$ cat config.mk
export PLATFORM = sky130hd
export DESIGN_NAME = pipeline_ctrl
export DESIGN_NICKNAME = d
export VERILOG_FILES = /design/src/rtl/pipe_pkg.sv /design/src/rtl/fwd_sel.sv /design/src/rtl/pipeline_ctrl.sv
export SDC_FILE = /design/constraint.sdc
export NUM_CORES = 1
export LEC_CHECK = 0
export CAP_MARGIN = 10
export CORE_AREA = 2 2 195 197
export DETAILED_ROUTE_END_ITERATION = 10
export DIE_AREA = 0 0 197 199
export SLEW_MARGIN = 15
export SYNTH_ARGS = -nofsm -noshare
export SYNTH_HDL_FRONTEND = slang
export SYNTH_SLANG_ARGS = --single-unit
$ cat constraint.sdc
create_clock -name CLK -period 3.3 [get_ports CLK]
set_input_delay 0.66 -clock CLK [delete_from_list [all_inputs] [get_ports CLK]]
set_output_delay 0.66 -clock CLK [all_outputs]
set_load 0.005 [all_outputs]
$ cat src/rtl/pipe_pkg.sv
// Shared constants for the pipeline steering block: FSM encodings, forward selects
// and the default hardwired-zero register.
package pipe_pkg;

  localparam logic [1:0] RUN      = 2'd0;
  localparam logic [1:0] MEM_WAIT = 2'd1;
  localparam logic [1:0] FLUSH    = 2'd2;

  localparam logic [1:0] FWD_RF  = 2'b00;
  localparam logic [1:0] FWD_WB  = 2'b01;
  localparam logic [1:0] FWD_MEM = 2'b10;

  localparam int unsigned ZERO_REG_DFLT = 31;

endpackage

$ cat src/rtl/fwd_sel.sv
// Forwarding comparator and 3:1 operand mux for one ALU source; MEM beats WB,
// and the zero register is never a forwarding source.
module fwd_sel
  import pipe_pkg::*;
#(
  parameter int unsigned DATA_W   = 64,
  parameter int unsigned RADDR_W  = 5,
  parameter int unsigned ZERO_REG = ZERO_REG_DFLT
) (
  input  logic [RADDR_W-1:0] src,
  input  logic [RADDR_W-1:0] mem_rd,
  input  logic               mem_regwrite,
  input  logic [RADDR_W-1:0] wb_rd,
  input  logic               wb_regwrite,
  input  logic [DATA_W-1:0]  rf_data,
  input  logic [DATA_W-1:0]  mem_data,
  input  logic [DATA_W-1:0]  wb_data,
  output logic [1:0]         sel,
  output logic [DATA_W-1:0]  opnd
);

  localparam logic [RADDR_W-1:0] ZR = RADDR_W'(ZERO_REG);

  always_comb begin
    if (mem_regwrite && (mem_rd == src) && (mem_rd != ZR)) begin
      sel = FWD_MEM;
    end else if (wb_regwrite && (wb_rd == src) && (wb_rd != ZR)) begin
      sel = FWD_WB;
    end else begin
      sel = FWD_RF;
    end
  end

  always_comb begin
    case (sel)
      FWD_MEM: opnd = mem_data;
      FWD_WB:  opnd = wb_data;
      default: opnd = rf_data;
    endcase
  end

endmodule

$ cat src/rtl/pipeline_ctrl.sv
// Pipeline steering: operand forwarding, load-use stall, data-memory wait and
// taken-branch flush for the 5-stage pipeline, plus stall/flush counters.
module pipeline_ctrl
  import pipe_pkg::*;
#(
  parameter int unsigned DATA_W   = 64,
  parameter int unsigned RADDR_W  = 5,
  parameter int unsigned ZERO_REG = ZERO_REG_DFLT,
  parameter int unsigned MEM_LAT  = 1,
  parameter int unsigned CNT_W    = 32
) (
  input  logic               CLK,
  input  logic               resetl,
  input  logic [RADDR_W-1:0] id_rm,
  input  logic [RADDR_W-1:0] id_rn,
  input  logic               id_rm_used,
  input  logic               id_rn_used,
  input  logic [RADDR_W-1:0] ex_rm,
  input  logic [RADDR_W-1:0] ex_rn,
  input  logic [RADDR_W-1:0] ex_rd,
  input  logic               ex_memread,
  input  logic [DATA_W-1:0]  ex_rdata_a,
  input  logic [DATA_W-1:0]  ex_rdata_b,
  input  logic [RADDR_W-1:0] mem_rd,
  input  logic               mem_regwrite,
  input  logic [DATA_W-1:0]  mem_alu,
  input  logic               mem_req,
  input  logic               mem_ready,
  input  logic               br_taken,
  input  logic [RADDR_W-1:0] wb_rd,
  input  logic               wb_regwrite,
  input  logic [DATA_W-1:0]  wb_data,
  output logic [DATA_W-1:0]  ex_opnd_a,
  output logic [DATA_W-1:0]  ex_opnd_b,
  output logic [1:0]         fwd_a,
  output logic [1:0]         fwd_b,
  output logic               pc_we,
  output logic               ifid_we,
  output logic               idex_bubble,
  output logic               ifid_flush,
  output logic               idex_flush,
  output logic               exmem_flush,
  output logic               freeze,
  output logic [CNT_W-1:0]   stall_cnt,
  output logic [CNT_W-1:0]   flush_cnt
);

  localparam logic [RADDR_W-1:0] ZR        = RADDR_W'(ZERO_REG);
  localparam logic [3:0]         WAIT_INIT = 4'(MEM_LAT - 1);

  logic [1:0]       state_q, state_d;
  logic [3:0]       wait_q, wait_d;
  logic [CNT_W-1:0] stall_q, flush_q;
  logic             lu, mw, flush_all, flush_inc;

  fwd_sel #(.DATA_W(DATA_W), .RADDR_W(RADDR_W), .ZERO_REG(ZERO_REG)) u_fwd_a (
    .src(ex_rm), .mem_rd(mem_rd), .mem_regwrite(mem_regwrite), .wb_rd(wb_rd),
    .wb_regwrite(wb_regwrite), .rf_data(ex_rdata_a), .mem_data(mem_alu), .wb_data(wb_data),
    .sel(fwd_a), .opnd(ex_opnd_a)
  );

  fwd_sel #(.DATA_W(DATA_W), .RADDR_W(RADDR_W), .ZERO_REG(ZERO_REG)) u_fwd_b (
    .src(ex_rn), .mem_rd(mem_rd), .mem_regwrite(mem_regwrite), .wb_rd(wb_rd),
    .wb_regwrite(wb_regwrite), .rf_data(ex_rdata_b), .mem_data(mem_alu), .wb_data(wb_data),
    .sel(fwd_b), .opnd(ex_opnd_b)
  );

  assign lu = ex_memread && (ex_rd != ZR) &&
              ((id_rm_used && (id_rm == ex_rd)) || (id_rn_used && (id_rn == ex_rd)));
  assign mw = (MEM_LAT > 1) && mem_req && !mem_ready;

  always_comb begin
    state_d     = state_q;
    wait_d      = wait_q;
    pc_we       = 1'b1;
    ifid_we     = 1'b1;
    idex_bubble = 1'b0;
    flush_all   = 1'b0;
    freeze      = 1'b0;
    if (resetl) begin
      pc_we       = 1'b0;
      ifid_we     = 1'b0;
      idex_bubble = 1'b1;
      flush_all   = 1'b1;
    end else begin
      case (state_q)
        RUN: begin
          if (br_taken) begin
            state_d = FLUSH;
          end else if (mw) begin
            state_d = MEM_WAIT;
            wait_d  = WAIT_INIT;
          end else if (lu) begin
            pc_we       = 1'b0;
            ifid_we     = 1'b0;
            idex_bubble = 1'b1;
          end
        end
        MEM_WAIT: begin
          freeze  = 1'b1;
          pc_we   = 1'b0;
          ifid_we = 1'b0;
          // Leaving on the cycle the count would reach zero bounds the wait to MEM_LAT-1.
          if (mem_ready || (wait_q <= 4'd1)) begin
            state_d = RUN;
            wait_d  = 4'd0;
          end else begin
            wait_d = wait_q - 4'd1;
          end
        end
        FLUSH: begin
          flush_all = 1'b1;
          state_d   = RUN;
        end
        default: state_d = RUN;
      endcase
    end
  end

  assign ifid_flush  = flush_all;
  assign idex_flush  = flush_all;
  assign exmem_flush = flush_all;
  assign flush_inc   = !resetl && (state_q == RUN) && br_taken;

  always_ff @(posedge CLK) begin
    if (resetl) begin
      state_q <= RUN;
      wait_q  <= 4'd0;
      stall_q <= '0;
      flush_q <= '0;
    end else begin
      state_q <= state_d;
      wait_q  <= wait_d;
      stall_q <= stall_q + {{(CNT_W-1){1'b0}}, ~pc_we};
      flush_q <= flush_q + {{(CNT_W-1){1'b0}}, flush_inc};
    end
  end

  assign stall_cnt = stall_q;
  assign flush_cnt = flush_q;

endmodule

==> flow_metrics.env, run 1 <==
export IMPL_run_status="finished, violations left"
export IMPL_violations="setup timing"
export IMPL_critPathTopFamily="buffers and inverters"
export IMPL_grt_setup_unrepaired="yes"
export IMPL_cts_made_buffers=9
export IMPL_clk_latency_ns=0.33
export IMPL_clock_tree_buffer_depth=2
export IMPL_synth_commonest_cells="sky130_fd_sc_hd__nand2_1, sky130_fd_sc_hd__nor2_1, sky130_fd_sc_hd__a31oi_1, sky130_fd_sc_hd__dfxtp_1, sky130_fd_sc_hd__clkbuf_1"
export IMPL_slew_limit_headroom=0.590
export IMPL_yosys_area_top_type_share=0.220
export IMPL_detail_route_first_pass_iterations=5
export IMPL_io_pins=504
export IMPL_initial_utilization=0.160
export IMPL_grt_pass1_vias=9136
export IMPL_master_cell_of_the_clock_root_buffer="sky130_fd_sc_hd__clkbuf_16"
export IMPL_via_per_inst=4.61
export IMPL_postSynthCellCount=965
export IMPL_sw_frac_of_total=0.279
export IMPL_wire_per_inst_um=22.6
export IMPL_hold_viol_final=0
export IMPL_finalNonFillerCells=2024
export IMPL_ys_ff_latch=65
export IMPL_cpPeakStageDelay_ns=0.56
export IMPL_drc_violation_count_after_routing=0
export IMPL_die_width_um=197
export IMPL_max_cap_violations=0
export IMPL_synthDistinctLibCells=36
export IMPL_portBuffers=500
export IMPL_finClkSkew_ns=0.00731
export IMPL_grt_first_pass_wirelength_um=62800
export IMPL_synth_async_sr_flop_share=0
export IMPL_worstMarginPinSlew_ns=0.609
export IMPL_crit_chain="dlygate4sd2_1, xor2_1, or4_4, buf_12, a31oi_1, buf_4, clkdlybuf4s50_1"
export IMPL_top_area_cells_in_the_synthesized_netlist="sky130_fd_sc_hd__dfxtp_1, sky130_fd_sc_hd__nand2_1, sky130_fd_sc_hd__a31oi_1, sky130_fd_sc_hd__nor2_1, sky130_fd_sc_hd__xor2_1"
export IMPL_antenna_violations_before_repair=13
export IMPL_startpoint_type="input pin"
export IMPL_final_setup_vio_count=1
export IMPL_mean_area_per_synthesized_cell_sq_um=6.14
export IMPL_die_y_um=199
export IMPL_crit_path_top_delay_cell="sky130_fd_sc_hd__or4_4"
export IMPL_cp_end_kind="primary output"
export IMPL_netlist_top_cell_by_area="sky130_fd_sc_hd__dfxtp_1"
export IMPL_detailedPlacementHpwl_um=36100
export IMPL_hold_worst_slack_ns=0.525
export IMPL_pre_cts_slack_ns=-0.614
export IMPL_clock_tree_from_tritoncts="done"
export IMPL_finalCriticalPeriod_ns=3.37
export IMPL_maxSlewViolCount=0
export IMPL_critPathRequiredTime_ns=2.64
export IMPL_critPathMaxFanout=30
export IMPL_fin_crit_sh=1.02
export IMPL_h_tree_depth=3
export IMPL_gp_congestion=0.990
export IMPL_grt_max_degree=49
export IMPL_placed_area_sq_um=12100
export IMPL_layout_filler_cells=3974
export IMPL_clock_input_transition_at_the_sequential_cells_of_the_worst_setup_and_hold_paths_ns=0.05
export IMPL_synthMostInstantiatedCell="sky130_fd_sc_hd__nand2_1"
export IMPL_global_route_overflow_total=0
export IMPL_synth_net_count=1270
export IMPL_pwr_share_comb=0.376
export IMPL_register_area_sq_um=1300
export IMPL_cellInternalPower_mw=2.02
export IMPL_initialDrtViolationCount=551
export IMPL_drive_gt1_frac=0.200
export IMPL_routed_wl_um=45700
export IMPL_p_leak_nw=5.39
export IMPL_design_final_nets=1838
export IMPL_synth_sequential_area_ratio=0.220
export IMPL_multi_input_gate_area_sq_um=4880
export IMPL_design_core_area_sq_um=37100
export IMPL_layout_area_overhead_vs_synth_pct=126
export IMPL_ant_nets=0
export IMPL_seq_power_share=0.283
export IMPL_placement_rows=71
export IMPL_min_path_type="flip-flop to flip-flop"
export IMPL_synth_edf_count=0
export IMPL_critPathArrivalTime_ns=2.71
export IMPL_critical_path_buf_inv_count=4
export IMPL_cts_sinks=65
export IMPL_route_vias_total=9323
export IMPL_clk_network_pwr_share=0.340
export IMPL_place_detailed_instances=1961
export IMPL_grt_util_all_layers=0.220
export IMPL_setup_worst_path_class="input pin to primary output"
export IMPL_syn_cell_area_sq_um=5920
export IMPL_cellPowerDensity_nw_per_um2=210
export IMPL_floorplan_die_area_sq_um=39200
export IMPL_layout_setup_ws_ns=-0.0688
export IMPL_totalNegativeSetupSlack_ns=-0.0688
export IMPL_ys_dominant_reg_cell="sky130_fd_sc_hd__dfxtp_1"
export IMPL_number_of_warnings_reported_in_the_yosys_synthesis_log=0
export IMPL_irDropWorstVdd_v=0.000234
export IMPL_fmaxAchievable_mhz=297
export IMPL_stdcell_area_sq_um=13400
export IMPL_p_switching_mw=0.781
[power groups by stage]
stage          Sequential, mW  Clock (mW)  Combinational (mW)
5_1_grt                 0.794        1.01                1.11
3_5_place_dp            0.811           0                1.05
4_1_cts                 0.794       0.979                1.05
2_1_floorplan           0.811           0               0.228
6_report                0.794       0.954                1.05
3_3_place_gp            0.811           0                1.06
[timing repair]
action / 4_1_cts / 5_1_grt
setup buffers: 21 / 6
pin swaps: 23 / 14
gates cloned: 13 / 2
gates resized for setup: 388 / 53
setup endpoints to repair: 137 / 89
hold buffers: 0 / 0
hold endpoints to repair: 0 / 0
[metrics by stage]
stage	utilization	power [mW]
6_report	0.360	2.80
5_1_grt	0.360	2.91
4_1_cts	0.356	2.82
3_5_place_dp	0.327	1.87
3_3_place_gp	0.327	1.87
2_1_floorplan	-	1.04
[cell usage in the layout (no fill, tap or decap), types with 6 or more instances in the layout]
master | netlist | routed
sky130_fd_sc_hd__a31oi_1 | 128 | 83
sky130_fd_sc_hd__a31oi_2 | 0 | 34
sky130_fd_sc_hd__a31oi_4 | 0 | 11
sky130_fd_sc_hd__and3_1 | 8 | 6
sky130_fd_sc_hd__and4_1 | 8 | 8
sky130_fd_sc_hd__buf_12 | 0 | 22
sky130_fd_sc_hd__buf_16 | 0 | 9
sky130_fd_sc_hd__buf_2 | 10 | 42
sky130_fd_sc_hd__buf_4 | 7 | 88
sky130_fd_sc_hd__clkbuf_16 | 0 | 11
sky130_fd_sc_hd__clkbuf_2 | 1 | 9
sky130_fd_sc_hd__clkdlybuf4s15_1 | 0 | 9
sky130_fd_sc_hd__clkdlybuf4s15_2 | 0 | 6
sky130_fd_sc_hd__clkdlybuf4s50_1 | 0 | 350
sky130_fd_sc_hd__dfxtp_1 | 65 | 65
sky130_fd_sc_hd__diode_2 | 0 | 13
sky130_fd_sc_hd__dlygate4sd2_1 | 0 | 74
sky130_fd_sc_hd__dlymetal6s2s_1 | 0 | 9
sky130_fd_sc_hd__inv_1 | 7 | 7
sky130_fd_sc_hd__nand2_1 | 281 | 277
sky130_fd_sc_hd__nand3_1 | 30 | 28
sky130_fd_sc_hd__nand4_1 | 13 | 13
sky130_fd_sc_hd__nor2_1 | 194 | 170
sky130_fd_sc_hd__nor2_2 | 0 | 17
sky130_fd_sc_hd__nor2_4 | 0 | 7
sky130_fd_sc_hd__nor2b_1 | 6 | 6
sky130_fd_sc_hd__nor3_1 | 13 | 11
sky130_fd_sc_hd__nor4_2 | 13 | 15
sky130_fd_sc_hd__xnor2_1 | 41 | 41
sky130_fd_sc_hd__xor2_1 | 45 | 43
[metal layers]
metal | GRT usage | wire length (um)
met1 | 0.263 | 18400
met2 | 0.393 | 22700
met3 | 0.0454 | 3240
met4 | 0.0746 | 1350
met5 | 0 | 0
[registers in the layout, indices dropped and copies added, names as in the netlist]
name / count
state_q: 1
flush_cnt: 32
stall_cnt: 32
[final timing paths]
kind	cells after the start	to	slack, ns	start
setup / recovery	7	ex_opnd_a[6]	-0.07	ex_rm[1]
hold / removal	2	stall_cnt[31]$_SDFF_PP0_	0.52	stall_cnt[31]$_SDFF_PP0_
setup reg to reg	11	stall_cnt[26]$_SDFF_PP0_	1.03	state_q[1]$_SDFFE_PP0P_
hold reg to reg	2	stall_cnt[31]$_SDFF_PP0_	0.52	stall_cnt[31]$_SDFF_PP0_
[worst register-to-register path: stages (launching register included)]
cell,delay [ns]
sky130_fd_sc_hd__dfxtp_1,0.31
sky130_fd_sc_hd__nor2_1,0.12
sky130_fd_sc_hd__o211ai_1,0.11
sky130_fd_sc_hd__a21o_1,0.17
sky130_fd_sc_hd__nand2b_1,0.11
sky130_fd_sc_hd__ha_1,0.18
sky130_fd_sc_hd__ha_1,0.19
sky130_fd_sc_hd__nand2_1,0.10
sky130_fd_sc_hd__or3_4,0.40
sky130_fd_sc_hd__nor4_2,0.26
sky130_fd_sc_hd__xnor2_1,0.15
sky130_fd_sc_hd__nor2_1,0.05
[logic make-up after synthesis]
family / after synthesis / synth area share
AO/OA/AOI/OAI: 139 / 0.146
XOR/XNOR: 86 / 0.127
flip-flops: 65 / 0.220
buffers and inverters: 78 / 0.0574
adder cells (fa/ha/maj): 4 / 0.00845
AND/OR/NAND/NOR: 592 / 0.441
other: 1 / 0.000633
[layout make-up]
| class | count | area share |
|---|---|---|
| clock inverters | 3 | 0.00299 |
| well taps | 474 | 0.0444 |
| multi-input cells | 823 | 0.365 |
| clock buffers | 12 | 0.0192 |
| diodes | 13 | 0.00243 |
| flip-flops and latches | 65 | 0.0973 |
| repair buffers | 627 | 0.467 |
| inverters | 7 | 0.00197 |
Note: power is estimated with default switching activity, not from simulation.
==> run 2: changes to the inputs <==
--- a/config.mk
+++ b/config.mk
@@ -9,6 +9,7 @@
 export CORE_AREA = 2 2 195 197
 export DETAILED_ROUTE_END_ITERATION = 10
 export DIE_AREA = 0 0 197 199
+export GPL_ROUTABILITY_DRIVEN = 1
 export SLEW_MARGIN = 15
 export SYNTH_ARGS = -nofsm -noshare
 export SYNTH_HDL_FRONTEND = slang
==> results of run 2 <==
No change in the layout: final DEF, timing and power equal those of run 1.
